## config.mk

```make
export PLATFORM = sky130hd
export DESIGN_NAME = surf_cin_generator
export DESIGN_NICKNAME = d
export VERILOG_FILES = /design/src/rtl/surf_cin_pkg.sv /design/src/rtl/cin_bitslip.sv /design/src/rtl/surf_cin_generator.sv
export SDC_FILE = /design/constraint.sdc
export NUM_CORES = 1
export LEC_CHECK = 0
export ABC_AREA = 0
export CELL_PAD_IN_SITES_DETAIL_PLACEMENT = 1
export CELL_PAD_IN_SITES_GLOBAL_PLACEMENT = 1
export CORE_MARGIN = 2
export CORE_UTILIZATION = 38
export CTS_CLUSTER_DIAMETER = 60
export DETAILED_ROUTE_END_ITERATION = 10
export PLACE_DENSITY = 0.82
export SLEW_MARGIN = 20
export SYNTH_ARGS = -nofsm -noshare
export SYNTH_HDL_FRONTEND = slang
export SYNTH_SLANG_ARGS = --single-unit
```

## constraint.sdc

```tcl
create_clock -name clk -period 1.5 [get_ports clk]
set_input_delay 0.45 -clock clk [delete_from_list [all_inputs] [get_ports clk]]
set_output_delay 0.45 -clock clk [all_outputs]
set_load 0.03 [all_outputs]
```

## src/rtl/surf_cin_pkg.sv

```systemverilog
// surf_cin_pkg: shared types and constants for the SURF command-in word generator
package surf_cin_pkg;
  typedef enum logic [1:0] {M_IDLE = 2'd0, M_TRAIN = 2'd1, M_RUN = 2'd2} mode_t;
  typedef logic [1:0] state_t;
  localparam state_t S_IDLE = 2'd0;
  localparam state_t S_TRAIN = 2'd1;
  localparam state_t S_RUN = 2'd2;
  localparam state_t S_CMD = 2'd3;
  localparam logic [5:0] TRAIN_DEFAULT = 6'b011001;
  function automatic int slip_w(input int w);
    return w > 1 ? $clog2(w) : 1;
  endfunction
endpackage

```

## src/rtl/cin_bitslip.sv

```systemverilog
// cin_bitslip: per-channel bit-slip that delays the word stream by a latched number of bits
module cin_bitslip
  import surf_cin_pkg::*;
#(
  parameter int WIDTH = 6,
  parameter int SW = slip_w(WIDTH)
) (
  input  logic             clk,
  input  logic             rst_b,
  input  logic [WIDTH-1:0] word,
  input  logic [SW-1:0]    rot,
  input  logic             rot_load,
  output logic [WIDTH-1:0] data
);
  logic [SW-1:0] slip;
  logic [WIDTH-1:0] word_prev;
  always_ff @(posedge clk or negedge rst_b)
    if (!rst_b) begin
      slip <= '0;
      word_prev <= '0;
      data <= '0;
    end else begin
      if (rot_load) slip <= int'(rot) >= WIDTH ? SW'(WIDTH - 1) : rot;
      word_prev <= word;
      data <= WIDTH'({word_prev, word} >> slip);
    end
endmodule

```

## src/rtl/surf_cin_generator.sv

```systemverilog
// surf_cin_generator: per-SURF CIN word generator with idle/train/command streams, bit-slip and CLK_SYNC
module surf_cin_generator
  import surf_cin_pkg::*;
#(
  parameter int NSURF = 7,
  parameter int WIDTH = 6,
  parameter logic [WIDTH-1:0] TRAIN_PATTERN = TRAIN_DEFAULT,
  parameter int CMD_BITS = 24,
  parameter int SYNC_DELAY = 16
) (
  input  logic                            clk,
  input  logic                            rst_b,
  input  logic [1:0]                      mode_i,
  input  logic [CMD_BITS-1:0]             cmd_i,
  input  logic                            cmd_valid_i,
  output logic                            cmd_ready_o,
  input  logic [NSURF*slip_w(WIDTH)-1:0]  rot_i,
  input  logic                            rot_load_i,
  input  logic                            sync_req_i,
  output logic                            sync_o,
  output logic                            busy_o,
  output logic [NSURF*WIDTH-1:0]          data_o
);
  localparam int CMD_WORDS = CMD_BITS / WIDTH;
  localparam int WCW = slip_w(CMD_WORDS);
  localparam int SW = slip_w(WIDTH);
  localparam int DW = slip_w(SYNC_DELAY + 1);
  state_t state, state_d, mode_state;
  logic [WCW-1:0] wcnt, wcnt_d;
  logic [CMD_BITS-1:0] cmd_q, cmd_d;
  logic [WIDTH-1:0] word_q, word_d;
  logic last, accept, req_q;
  logic [DW-1:0] sync_cnt;
  // word_q is built from next-state values so word 0 lands one edge after acceptance
  always_comb begin
    last = state == S_CMD && wcnt == WCW'(CMD_WORDS - 1);
    cmd_ready_o = mode_i == M_RUN && (state == S_RUN || last);
    accept = cmd_valid_i && cmd_ready_o;
    mode_state = mode_i == M_TRAIN ? S_TRAIN : mode_i == M_RUN ? S_RUN : S_IDLE;
    state_d = accept || (state == S_CMD && !last) ? S_CMD : mode_state;
    wcnt_d = accept ? '0 : state == S_CMD ? wcnt + 1'b1 : wcnt;
    cmd_d = accept ? cmd_i : state == S_CMD ? cmd_q << WIDTH : cmd_q;
    word_d = state_d == S_CMD ? cmd_d[CMD_BITS-1 -: WIDTH] : state_d == S_TRAIN ? TRAIN_PATTERN : '0;
  end
  assign busy_o = state == S_CMD;
  always_ff @(posedge clk or negedge rst_b)
    if (!rst_b) begin
      state <= S_IDLE;
      wcnt <= '0;
      cmd_q <= '0;
      word_q <= '0;
      req_q <= 1'b0;
      sync_cnt <= '0;
      sync_o <= 1'b0;
    end else begin
      state <= state_d;
      wcnt <= wcnt_d;
      cmd_q <= cmd_d;
      word_q <= word_d;
      req_q <= sync_req_i;
      if (sync_req_i && !req_q) begin
        sync_cnt <= DW'(SYNC_DELAY);
        sync_o <= 1'b0;
      end else if (sync_cnt != '0) sync_cnt <= sync_cnt - 1'b1;
      else sync_o <= 1'b1;
    end
  for (genvar n = 0; n < NSURF; n++) begin : g_ch
    cin_bitslip #(.WIDTH(WIDTH), .SW(SW)) u_slip (
      .clk(clk),
      .rst_b(rst_b),
      .word(word_q),
      .rot(rot_i[n*SW +: SW]),
      .rot_load(rot_load_i),
      .data(data_o[n*WIDTH +: WIDTH])
    );
  end
endmodule
```

==> reports/metrics.cfg, run 1 <==
[status]
outcome = finished, violations left
violations = negative setup slack

[die]
core_um2 = 15260
die_y_um = 129.2
io_pins = 97
num_rows = 45
die_w_um = 129.2
initial_core_util_pct = 39.02
die_area_um2 = 16680

[sta]
grt_setup_unrepaired = yes
fmax_ghz = 0.5564
post-route-period-util_pct = 119.8
worstMarginPinSlew_ns = 0.5671
finClkSkew_ns = 0.008386
hold_viol_final = 0
setup_viol = 22
slew_viol_final = 0
maxSlewHeadroom_pct = 62.19
worst_slack_ns = -0.2974
fin_crit_ns = 1.797

[clocking]
clock_tree.buffer_depth = 2
clk_latency_ns = 0.36
cts_tree = done
h-tree-depth = 3
cts.clk_slew.worst_paths_ns = 0.07
cts_buffers = 9
hold_buffers = 0
clock-sinks = 107
root_buffer = clkbuf_16

[drt]
drt_first_pass_iters = 4
drc_errors = 0
initialDrtViolationCount = 266
routed_wl_um = 16620
viasPerCell = 5.263
wire_per_inst_um = 17.83
ant_nets = 0
vias = 4905

[worst_setup_path]
cpPeakStageDelay_ns = 0.37
path_cells = ha_2, nand2b_4, nand2_2, nor2_2, buf_6
criticalPathCategory = flip-flop to output port
path_max_fanout = 3
worstSetupEndpointType = output port
arrival_ns = 1.35
critPathBufInv = 1
critPathLaunchType = flip-flop
cp_data_required_time_ns = 1.05
critical-path-top-delay-family = flip-flops
slowest_stage = dfrtp_1

[layout]
antenna_cells = 0
final_area_um2 = 7934
fin_util_pct = 52.00
syn2layout_area_growth_pct = 33.27
final_nets = 770
drive_above_1_share_pct = 28.99

[synth]
synth_cell_types = 41
yosysSeqAreaShare_pct = 44.98
synthTopCellsByArea = dfrtp_1 (45%), mux2i_1 (13%), mux2_2 (7.4%)
syn_area_per_cell_um2 = 9.989
ys_ff_latch = 107
postSynthCellCount = 596
syn-num-nets = 650
yosysWarnings = 0
mappedNetlistArea_um2 = 5953
yosys.area.top_type_share_pct = 44.98
synth.largest_area_cell = dfrtp_1

[grt]
grt_pass1_vias = 5254
grt_max_degree = 108
antenna_found_initial = 0
grt-ovfl-total = 0
track_usage_pct = 20.22
grt_pass1_wl_um = 26310

[flow_run]
drv_cap = 0

[hold_path]
hp-class = primary input to async pin

[placement]
port_buffers = 96
place.gp.congestion = 0.8275
dpl_cell_area_um2 = 7391
dp_hpwl_um = 11570

[power_and_ir_drop]
powerDensity_nw_per_um2 = 1316
irDropWorstVdd_mv = 0.6729
leakagePower_nw = 3.635

synth_stat cells, drive strengths merged:
cell / count
a211oi: 3
a22o: 3
a21oi: 48
buf: 42
o221ai: 5
a211o: 1
nand3b: 8
nand3: 13
and3b: 1
mux2i: 78
inv: 15
ha: 2
mux2: 40
nand2: 73
nor2b: 3
o21ai: 58
clkbuf: 15
or4b: 1
o21a: 5
xor2: 1
nand2b: 8
a41oi: 1
o211ai: 6
or3b: 1
and3: 1
nor2: 43
dfrtp: 107
xnor2: 1
a21o: 1
mux4: 8
or3: 3
a31oi: 1
placed cells by master, fill, tap and decap left out, types with 3 or more instances in the layout:
cell type	instances
dfrtp_1	98
mux2i_1	76
buf_4	72
nand2_1	70
o21ai_0	53
clkdlybuf4s50_1	49
a21oi_1	47
nor2_1	39
mux2_2	38
clkdlybuf4s15_2	26
buf_12	13
nand3_1	12
inv_1	11
clkbuf_16	9
dfrtp_2	9
nand3b_1	8
mux4_2	7
nand2b_1	7
o211ai_1	6
o21ai_1	5
o221ai_1	5
o21a_1	5
nor2_2	4
inv_2	3
nor2b_1	3
or3_1	3
a22o_1	3
buf_6	3
worst register-to-register path, cell delays in order, from the launching register on:
cell and delay [ns]:
dfrtp_1 0.39, ha_2 0.19, nand2b_4 0.15, and3_2 0.25
bufbuf_16 0.30, a22o_1 0.23
sequential cells by signal, summed over array words and instances, names as in the netlist:
| register | cells |
|---|---|
| req_q | 1 |
| cmd_q | 21 |
| g_ch.u_slip.data | 42 |
| word_q | 6 |
| wcnt | 2 |
| g_ch.u_slip.word_prev | 6 |
| state | 2 |
| sync_o | 1 |
| sync_cnt | 5 |
| g_ch.u_slip.slip | 21 |
final cells by class:
class | count | area (µm²)
sequential | 107 | 2689
clock inverter | 3 | 22.52
fill | 1658 | 7325
timing repair buffer | 166 | 1664
inverter | 15 | 58.81
tap | 211 | 264.0
multi-input combinational | 417 | 2975
clock buffer | 13 | 260.3
path summary, 6_finish.rpt:
kind                                     startpoint                               endpoint  slack, ns  cells past startpoint
worst max-delay path            wcnt[1]$_DFFE_PN0P_                            cmd_ready_o      -0.30                      5
worst min-delay path                          rst_b       g_ch[1].u_slip.data[4]$_DFF_PN0_       0.16                      2
worst max register to register  wcnt[1]$_DFFE_PN0P_                    word_q[1]$_DFF_PN0_      -0.12                      5
worst min register to register  word_q[1]$_DFF_PN0_  g_ch[6].u_slip.word_prev[1]$_DFF_PN0_       0.49                      0
max in group asynchronous                     rst_b     g_ch[4].u_slip.slip[1]$_DFFE_PN0P_       0.88                      2
min in group clk                word_q[1]$_DFF_PN0_  g_ch[6].u_slip.word_prev[1]$_DFF_PN0_       0.49                      0
logic make-up after synthesis:
family,after synthesis,synth area share (%)
multiplexers,126,23.83
AO/OA/AOI/OAI,132,12.46
flip-flops,107,44.98
buffers and inverters,72,6.284
AND/OR/NAND/NOR,155,11.73
adder cells (fa/ha/maj),2,0.4203
XOR/XNOR,2,0.2943
repair_timing:
action | CTS | global route
setup endpoints to repair | 47 | 44
setup buffers | 5 | 9
pin swaps | 3 | 5
resized for setup | 104 | 19
cloned | 1 | 0
power breakdown:
group	total (mW)	switching (mW)	internal, mW
Clock	2.30	1.08	1.22
Sequential	4.01	0.476	3.54
Combinational	4.13	2.14	1.98
Total	10.4	3.70	6.74
stage by stage:
step           hold slack (ns)  cells  power, mW  setup WS, ns  TNS [ns]
2_1_floorplan           0.1544    596      6.235      0.003849         0
3_3_place_gp            0.4576    901      7.633       -0.3158    -8.853
3_5_place_dp            0.4787    901      7.887       -0.4195    -12.79
4_1_cts                 0.1828    923      10.37       -0.2891    -2.194
5_1_grt                 0.2171    932      11.01       -0.3435    -3.089
6_report                0.1629    932      10.44       -0.2974    -2.380
metal layers:
layer	GRT usage (%)	up-vias	share of wire, %
li1	-	2315	-
met1	24.00	2472	42
met2	37.15	97	53
met3	4.046	21	3.4
met4	5.563	0	1.4
met5	0	-	0
(Power assumes the default switching activity.)
==> inputs of run 2 (changes only) <==
--- a/config.mk
+++ b/config.mk
@@ -6,13 +6,12 @@
 export NUM_CORES = 1
 export LEC_CHECK = 0
 export ABC_AREA = 0
-export CELL_PAD_IN_SITES_DETAIL_PLACEMENT = 1
-export CELL_PAD_IN_SITES_GLOBAL_PLACEMENT = 1
 export CORE_MARGIN = 2
-export CORE_UTILIZATION = 38
+export CORE_UTILIZATION = 50
 export CTS_CLUSTER_DIAMETER = 60
 export DETAILED_ROUTE_END_ITERATION = 10
-export PLACE_DENSITY = 0.82
+export DONT_BUFFER_PORTS = 1
+export PLACE_DENSITY = 0.73
 export SLEW_MARGIN = 20
 export SYNTH_ARGS = -nofsm -noshare
 export SYNTH_HDL_FRONTEND = slang
==> run 2 against run 1 <==
Net effect:
- clock skew is essentially flat
- clock power grew 5%
- via count shrank 9.3%
- die area shrank 23%
- flip-flop and latch count is the same
- count of clock-buffer cells in the layout shrank 2
- highest routed layer unchanged
- critical path depth is the same
- the run ends with design-rule violations, negative hold slack, negative setup slack left
- non-clock buffer count shrank 106
==> reports/metrics.cfg, run 2 (synthesized netlist as in run 1, its figures left out) <==
[status]
outcome = finished, violations left
violations = design-rule violations, negative hold slack, negative setup slack

[sta]
fmax_ghz = 0.5663
slew_viol_final = 0
whs_ns = -0.2167
worstMarginPinSlew_ns = 0.4484
maxSlewHeadroom_pct = 69.71
grt_setup_unrepaired = yes
finClkSkew_ns = 0.008290
fin_crit_ns = 1.766
fin_setup_tns_ns = -1.423
hold_viol_final = 107
post-route-period-util_pct = 117.7
worst_slack_ns = -0.2660
setup_viol = 27

[drt]
vias = 4450
initialDrtViolationCount = 201
viasPerCell = 5.871
routed_wl_um = 13770
wire_per_inst_um = 18.17
drt_first_pass_iters = 9
ant_nets = 0
drc_errors = 5

[worst_setup_path]
crit_start = wcnt[1]$_DFFE_PN0P_
worstSetupEndpointType = output port
cp_data_required_time_ns = 1.05
path_cells = ha_2, nand2b_4, nand2_2, nor2_2, buf_6
timing.rr.end = word_q[2]$_DFF_PN0_
r2r_slack_ns = -0.13
criticalPathCategory = flip-flop to output port
critPathLaunchType = flip-flop
arrival_ns = 1.32
r2r-start = wcnt[1]$_DFFE_PN0P_
path_max_fanout = 2
r2r.worst_path.cells = 7
crit_end = cmd_ready_o
cpPeakStageDelay_ns = 0.36
slowest_stage = dfrtp_1

[placement]
place.gp.congestion = 0.8356
placedCellCount = 727
dp_hpwl_um = 8663
port_buffers = 0

[grt]
antenna_found_initial = 0
grt_max_degree = 108
track_usage_pct = 20.92
grt-ovfl-total = 0
grt_pass1_wl_um = 21160
grt_pass1_vias = 4278

[die]
die_y_um = 113.1
io_pins = 97
die_w_um = 113.1
initial_core_util_pct = 51.69
die_area_um2 = 12800
num_rows = 39
core_um2 = 11520

[clocking]
cts_buffers = 9
root_buffer = clkbuf_16
clock_tree.buffer_depth = 2
cts.clk_slew.worst_paths_ns = 0.07
h-tree-depth = 3
clock-sinks = 107
clk_latency_ns = 0.36
cts_tree = done

[layout]
layout_commonest_cell = dfrtp_1
regArea_um2 = 2688
largest_registers = g_ch.u_slip.data: 42 flops, cmd_q: 21 flops, g_ch.u_slip.slip: 21 flops
top_register = g_ch.u_slip.data
final.fill_count = 955
multiInputGateArea_um2 = 3017
syn2layout_area_growth_pct = 13.91
largest_reg_flops = 42
layout_common_cells = dfrtp_1 (99), mux2i_1 (75), nand2_1 (56)
antenna_cells = 0
instances_no_fill = 758
drive_above_1_share_pct = 26.99
final_nets = 664

[power_and_ir_drop]
irDropWorstVdd_mv = 0.8635
powerDensity_nw_per_um2 = 1429
leakagePower_nw = 3.158

[flow_run]
drv_cap = 0

[hold_path]
hp-class = primary input to async pin

[run 2: layout make-up]
| type | count | area share, % |
|---|---|---|
| Timing Repair Buffer | 60 | 7.860 |
| Multi-Input combinational cell | 417 | 44.48 |
| Sequential cell | 107 | 39.63 |
| Tap cell | 143 | 2.638 |
| Clock inverter | 5 | 0.9225 |
| Clock buffer | 11 | 3.579 |
| Inverter | 15 | 0.8856 |
[run 2: metrics by stage]
| step | instance area [µm²] | power (mW) | hold slack [ns] | setup slack, ns | util, % |
|---|---|---|---|---|---|
| finish | 6782 | 9.694 | -0.2167 | -0.2660 | 58.89 |
| global route | 6782 | 10.19 | -0.2311 | -0.3307 | 58.89 |
| CTS | 6584 | 9.504 | -0.2320 | -0.2567 | 57.17 |
| detailed placement | 6180 | 6.907 | 0.1574 | -0.06480 | 53.66 |
| global placement | 6180 | 6.756 | 0.1574 | 0.03072 | 53.66 |
| floorplan | 5956 | 6.235 | 0.1544 | 0.003849 | - |
[run 2: power by group]
part / leakage (nW) / switching, mW / internal, mW / total (mW)
Clock: 0.142 / 1.08 / 1.35 / 2.42
Sequential: 1.35 / 0.966 / 3.53 / 4.50
Combinational: 1.67 / 1.36 / 1.41 / 2.77
[run 2: critical path, delay by kind of cell (launching register included)]
family | cells | cell delay [ns]
adders and majority gates | 1 | 0.20
buffers and inverters | 1 | 0.14
DFF | 1 | 0.36
and+or+nand+nor | 3 | 0.26
[run 2: what timing repair did]
| action | CTS | global route |
|---|---|---|
| buffers inserted | 6 | 7 |
| hold endpoints to repair | 107 | 107 |
| gates cloned | 0 | 2 |
| setup endpoints to repair | 10 | 42 |
| pin swaps | 5 | 11 |
| resized for setup | 16 | 50 |
[run 2: worst min path at each step]
stage	startpoint	cells past startpoint	endpoint
after floorplan	rst_b	0	cmd_q[0]$_DFFE_PN0P_
after global placement	rst_b	0	g_ch[1].u_slip.data[3]$_DFF_PN0_
after detailed placement	rst_b	0	g_ch[1].u_slip.data[3]$_DFF_PN0_
after CTS	rst_b	0	cmd_q[0]$_DFFE_PN0P_
after global routing	rst_b	0	g_ch[5].u_slip.data[5]$_DFF_PN0_
final	rst_b	0	g_ch[1].u_slip.data[2]$_DFF_PN0_
[run 2: metal layers]
metal  global-route usage, %  vias up  routed length, µm
li1                        -     2107                  -
met1                   26.37     2193               5851
met2                   33.97      125               6915
met3                   5.249       25                704
met4                   9.756        0                301
met5                       0        -                  0
